## src/rtl/tdc_therm_enc.sv

```systemverilog
// Thermometer-to-binary encoder for a TDC delay line, with bubble
// correction, a 4-stage pipeline and a 4-entry output FIFO.
//
// Ports:
//   clk10m      : single clock, all logic on the rising edge
//   rst         : asynchronous active-high reset
//   smp_valid   : qualifies smp_taps for one cycle
//   smp_taps    : sampled thermometer vector, bit 0 = first tap
//   code_valid  : FIFO head is valid
//   code_ready  : consumer accepts the head word
//   code        : encoded tap count (0..TAPS)
//   code_bubble : residual bubble seen in the head word
//   drop_cnt    : saturating count of words lost to a full FIFO
module tdc_therm_enc #(
    parameter int TAPS   = 256,
    parameter int CODE_W = 9
) (
    input  logic              clk10m,
    input  logic              rst,
    input  logic              smp_valid,
    input  logic [TAPS-1:0]   smp_taps,
    output logic              code_valid,
    input  logic              code_ready,
    output logic [CODE_W-1:0] code,
    output logic              code_bubble,
    output logic [7:0]        drop_cnt
);

    localparam int GROUPS = TAPS / 16;

    function automatic logic [4:0] pop16(
        input logic [15:0] x
    );
        logic [4:0] n;
        n = '0;
        for (int i = 0; i < 16; i++) begin
            n = n + 5'(x[i]);
        end
        return n;
    endfunction

    logic              v1;
    logic              v2;
    logic              v3;
    logic [TAPS-1:0]   t_q;
    logic [TAPS-1:0]   c_q;
    logic [TAPS+1:0]   ext;
    logic [TAPS-1:0]   c_d;
    logic              bub_d;
    logic              bub_q;
    logic [4:0]        part_q [GROUPS];
    logic [CODE_W-1:0] sum;

    logic [CODE_W:0]   mem [4];
    logic [1:0]        wr_ptr;
    logic [1:0]        rd_ptr;
    logic [2:0]        cnt;
    logic              full;
    logic              pop;
    logic              push_ok;
    logic              drop;

    // Virtual taps: t[-1]=1 below the line, t[TAPS]=0 above it.
    assign ext = {1'b0, t_q, 1'b1};

    // 3-input majority over each tap and its two neighbours.
    assign c_d = (ext[TAPS-1:0] & ext[TAPS:1])
               | (ext[TAPS:1]   & ext[TAPS+1:2])
               | (ext[TAPS-1:0] & ext[TAPS+1:2]);

    // A 0 followed by a 1 means correction could not fix it.
    assign bub_d = |(~c_q[TAPS-2:0] & c_q[TAPS-1:1]);

    always_ff @(posedge clk10m or posedge rst) begin
        if (rst) begin
            v1 <= 1'b0;
            v2 <= 1'b0;
            v3 <= 1'b0;
        end else begin
            v1 <= smp_valid;
            v2 <= v1;
            v3 <= v2;
        end
    end

    always_ff @(posedge clk10m) begin
        if (smp_valid) begin
            t_q <= smp_taps;
        end
        if (v1) begin
            c_q <= c_d;
        end
        if (v2) begin
            bub_q <= bub_d;
            for (int g = 0; g < GROUPS; g++) begin
                part_q[g] <= pop16(c_q[g*16 +: 16]);
            end
        end
    end

    // Final adder; its result is registered by the FIFO write.
    always_comb begin
        sum = '0;
        for (int g = 0; g < GROUPS; g++) begin
            sum = sum + CODE_W'(part_q[g]);
        end
    end

    assign full    = (cnt == 3'd4);
    assign pop     = code_valid & code_ready;
    // A pop in the same cycle frees the slot for the push.
    assign push_ok = v3 & (~full | pop);
    assign drop    = v3 & full & ~pop;

    always_ff @(posedge clk10m or posedge rst) begin
        if (rst) begin
            wr_ptr   <= 2'd0;
            rd_ptr   <= 2'd0;
            cnt      <= 3'd0;
            drop_cnt <= 8'd0;
        end else begin
            if (push_ok) begin
                wr_ptr <= wr_ptr + 2'd1;
            end
            if (pop) begin
                rd_ptr <= rd_ptr + 2'd1;
            end
            unique case ({push_ok, pop})
                2'b10:   cnt <= cnt + 3'd1;
                2'b01:   cnt <= cnt - 3'd1;
                default: cnt <= cnt;
            endcase
            if (drop && drop_cnt != 8'hFF) begin
                drop_cnt <= drop_cnt + 8'd1;
            end
        end
    end

    always_ff @(posedge clk10m) begin
        if (push_ok) begin
            mem[wr_ptr] <= {bub_q, sum};
        end
    end

    assign code_valid  = (cnt != 3'd0);
    // Gated so the outputs read zero while empty or in reset.
    assign code        = code_valid ? mem[rd_ptr][CODE_W-1:0] : '0;
    assign code_bubble = code_valid & mem[rd_ptr][CODE_W];

endmodule

```

## config.mk

```make
export PLATFORM = sky130hd
export DESIGN_NAME = tdc_therm_enc
export DESIGN_NICKNAME = d
export VERILOG_FILES = /design/src/rtl/tdc_therm_enc.sv
export SDC_FILE = /design/constraint.sdc
export NUM_CORES = 1
export LEC_CHECK = 0
export ABC_AREA = 1
export ABC_CLOCK_PERIOD_IN_PS = 14610
export CAP_MARGIN = 20
export CORE_MARGIN = 3
export CORE_UTILIZATION = 44
export CTS_CLUSTER_DIAMETER = 100
export CTS_CLUSTER_SIZE = 14
export DETAILED_ROUTE_END_ITERATION = 16
export HOLD_SLACK_MARGIN = 0.12
export MAX_ROUTING_LAYER = met4
export PLACE_DENSITY_LB_ADDON = 0.25
export SLEW_MARGIN = 20
export SYNTH_ARGS = -nofsm -noshare
export SYNTH_HDL_FRONTEND = slang
export SYNTH_SLANG_ARGS = --single-unit
```

## constraint.sdc

```tcl
create_clock -name clk10m -period 14.61 [get_ports clk10m]
set_input_delay 2.922 -clock clk10m [delete_from_list [all_inputs] [get_ports clk10m]]
set_output_delay 2.922 -clock clk10m [all_outputs]
set_load 0.005 [all_outputs]
```

==> qor.txt <==
result of the run: finished clean
Final Wtd Congestion: 0.872
EDFF count, synth: 633
top-area cell type share of the netlist area: 56.5%
max incr delay on CP: 760 ps
max frequency: 182 MHz
area of the core: 75100 um2
worst-case reg-to-reg path depth: 17
horizontal die dimension: 283 um
WL per Instance: 17.4 um
library cell with the highest instance count after synthesis: inv_1
via count: 20000
wire length of the first global-routing pass: 114 mm
unrepaired setup endpoints after global routing: no
data arrival time of the worst path: 2580 ps
Clk Latency, worst-skew pair: 620 ps
Final Net Count: 3900
count of clock tree sinks: 651
fraction of layout cells with a size suffix above 1: 2.38%
Hold Path Stages: 1
origin of the worst min-delay path: drop_cnt[2]
instance count of the mapped netlist: 2978
buffer cell driving the clock tree root: clkbuf_16
capturing element type of the critical path: output pin
most area-hungry cell type in the Yosys netlist: edfxtp_1
period utilisation layout: 37.7%
prevailing post-synth register cell: edfxtp_1
number of buffers on the longest clock path: 3
TritonCTS clock tree: built
TNS Setup: 0 ps
final setup vio count: 0
ranking of synthesized cells by instance count: 813 x inv_1, 633 x edfxtp_1, 461 x nand2_1
aggregate routed wire length: 74.8 mm
residual antenna-violating net count after detailed routing: 0
number of hold violations in the final report: 0
count of buffers from port buffering: 278
Via-to-Cell Ratio: 4.67
clock period minus worst slack: 5510 ps
post-synthesis cell area: 33700 um2
Final Worst Setup Slack: 9100 ps
Worst path slowest cell: dfrtp_1
clock slew at reported path FFs: 70 ps
Synth Area per Inst: 11.3 um2
buffers inserted by post-CTS timing repair: 0
internal reg-to-reg setup slack: 9390 ps
number of antenna violations at the first check in global routing: 1
pin count of the biggest net entering global routing: 145
Setup crit start kind: flip-flop
post-synthesis net count: 3569
Die Height: 283 um
half-perimeter wire length after placement: 59.7 mm
number of CTS-inserted buffers: 53
number of levels in the clock H-tree: 2
remaining routing DRC violations: 0
worst-path cell chain: inv_1 -> o21ai_0 -> a21oi_1 -> clkdlybuf4s50_1
Post-Route Skew: 25.4 ps
Worst Tran Pin Value: 1150 ps
DRC violation total after the first TritonRoute iteration: 1339
leading cell types by total area after synthesis: edfxtp_1 56%, fa_1 14%, inv_1 9.1%
multi-input combinational cell area: 11100 um2
synth unique cells: 27
initial standard-cell utilization of the core: 44.8%
floorplan die area: 79900 um2
final number of max-transition violations: 0
fraction of synthesis flops using an asynchronous set or reset pin: 2.76%
Total Routing Usage GR: 19.7%
Placement Rows: 100
worst setup timing slack at the placement stage: 9390 ps
vias in the first global route: 20500
Required @ worst endpoint: 11690 ps
diode count: 0
hold-critical path endpoint: drop_cnt[2]
launching point of the worst reg2reg path: part_q[1][32]
number of hold buffers added after CTS: 0
worst relative slew slack: 22.7%
number of iterations in the first detailed-routing pass: 5
crit path launch: rd_ptr[0]
Critical R2R Capture: mem[1][8]
post-cts resize count: 0
register area: 19500 um2
start-to-end type of the worst setup path: reg -> out
path class of the lowest-slack min-delay path: reg -> reg
sequential cell area fraction in the yosys report: 57.8%
critical path peak fanout: 23
count of max-cap constraint violations: 0
total overflow reported by the global router: 0
area added between synthesis and finish: 16.4%
number of primary I/O pins: 279
flop and latch count out of synthesis: 651
number of fill cells in the layout: 6614
synthesis warning total: 0
## registers in the layout, indices dropped and copies added, names as in the netlist
name and flops:
c_q 256, drop_cnt 8, bub_q 1, mem 40
cnt 3, v3 1, t_q 256, rd_ptr 2
v2 1, wr_ptr 2, part_q 80, v1 1
## layout by cell type (no fill, tap or decap), types with 16 or more instances in the layout
cell type	instances
a21oi_1	284
clkbuf_16	55
clkdlybuf4s50_1	277
dfrtp_1	16
edfxtp_1	633
fa_1	227
ha_1	104
inv_1	813
nand2_1	461
nand3_1	25
nand4_1	18
nor2_1	228
o21ai_0	94
xnor2_1	24
xor2_1	24
## cell families (layout without fill, tap and decap cells)
group,count (synthesis),in the layout,share of synthesized area [%]
simple gates,741,741,8.60
buf+inv,821,1166,9.17
flops,651,651,57.8
fa+ha+maj,333,333,17.4
compound gates,384,384,5.74
xor+xnor,48,48,1.25
## through the flow
step	util (%)	std cells	hold WS (ps)	area [um2]
finish	52.2	4292	525	39200
global route	52.2	4292	547	39200
CTS	52.2	4291	529	39200
detailed placement	50.2	4222	511	37700
global placement	50.2	4222	511	37700
floorplan	-	2978	459	33700
## metal layers
metal  up-vias  GRT usage [%]  wire length (um)
met3        82           2.41              3110
met1      9550           25.5             32800
met4         0           4.04              1430
li1      10000              -                 -
met2       367           33.8             37500
met5         -              -                 0
## critical path: cells and delay by family, from the launching register on
family          cells  cell delay (ps)
compound gates      2              360
buf+inv             2              850
flops               1              760
## how the worst max path moves through the flow
stage          slack (ps)         to
2_1_floorplan        8420         v2
3_3_place_gp         9490  mem[0][8]
3_5_place_dp         9390  mem[1][8]
4_1_cts              9060    code[1]
5_1_grt              8790    code[6]
6_report             9100    code[8]
## cell type report
| class | count | share of cell area [%] |
|---|---|---|
| Sequential cell | 651 | 49.7 |
| Multi-Input combinational cell | 1506 | 28.4 |
| Inverter | 814 | 7.80 |
| Timing Repair Buffer | 283 | 7.29 |
| Clock buffer | 63 | 3.59 |
| Tap cell | 969 | 3.09 |
| Clock inverter | 6 | 0.166 |
Power is not shown: default switching activity piles up to over one toggle a cycle in this logic, so the estimate is an artifact.
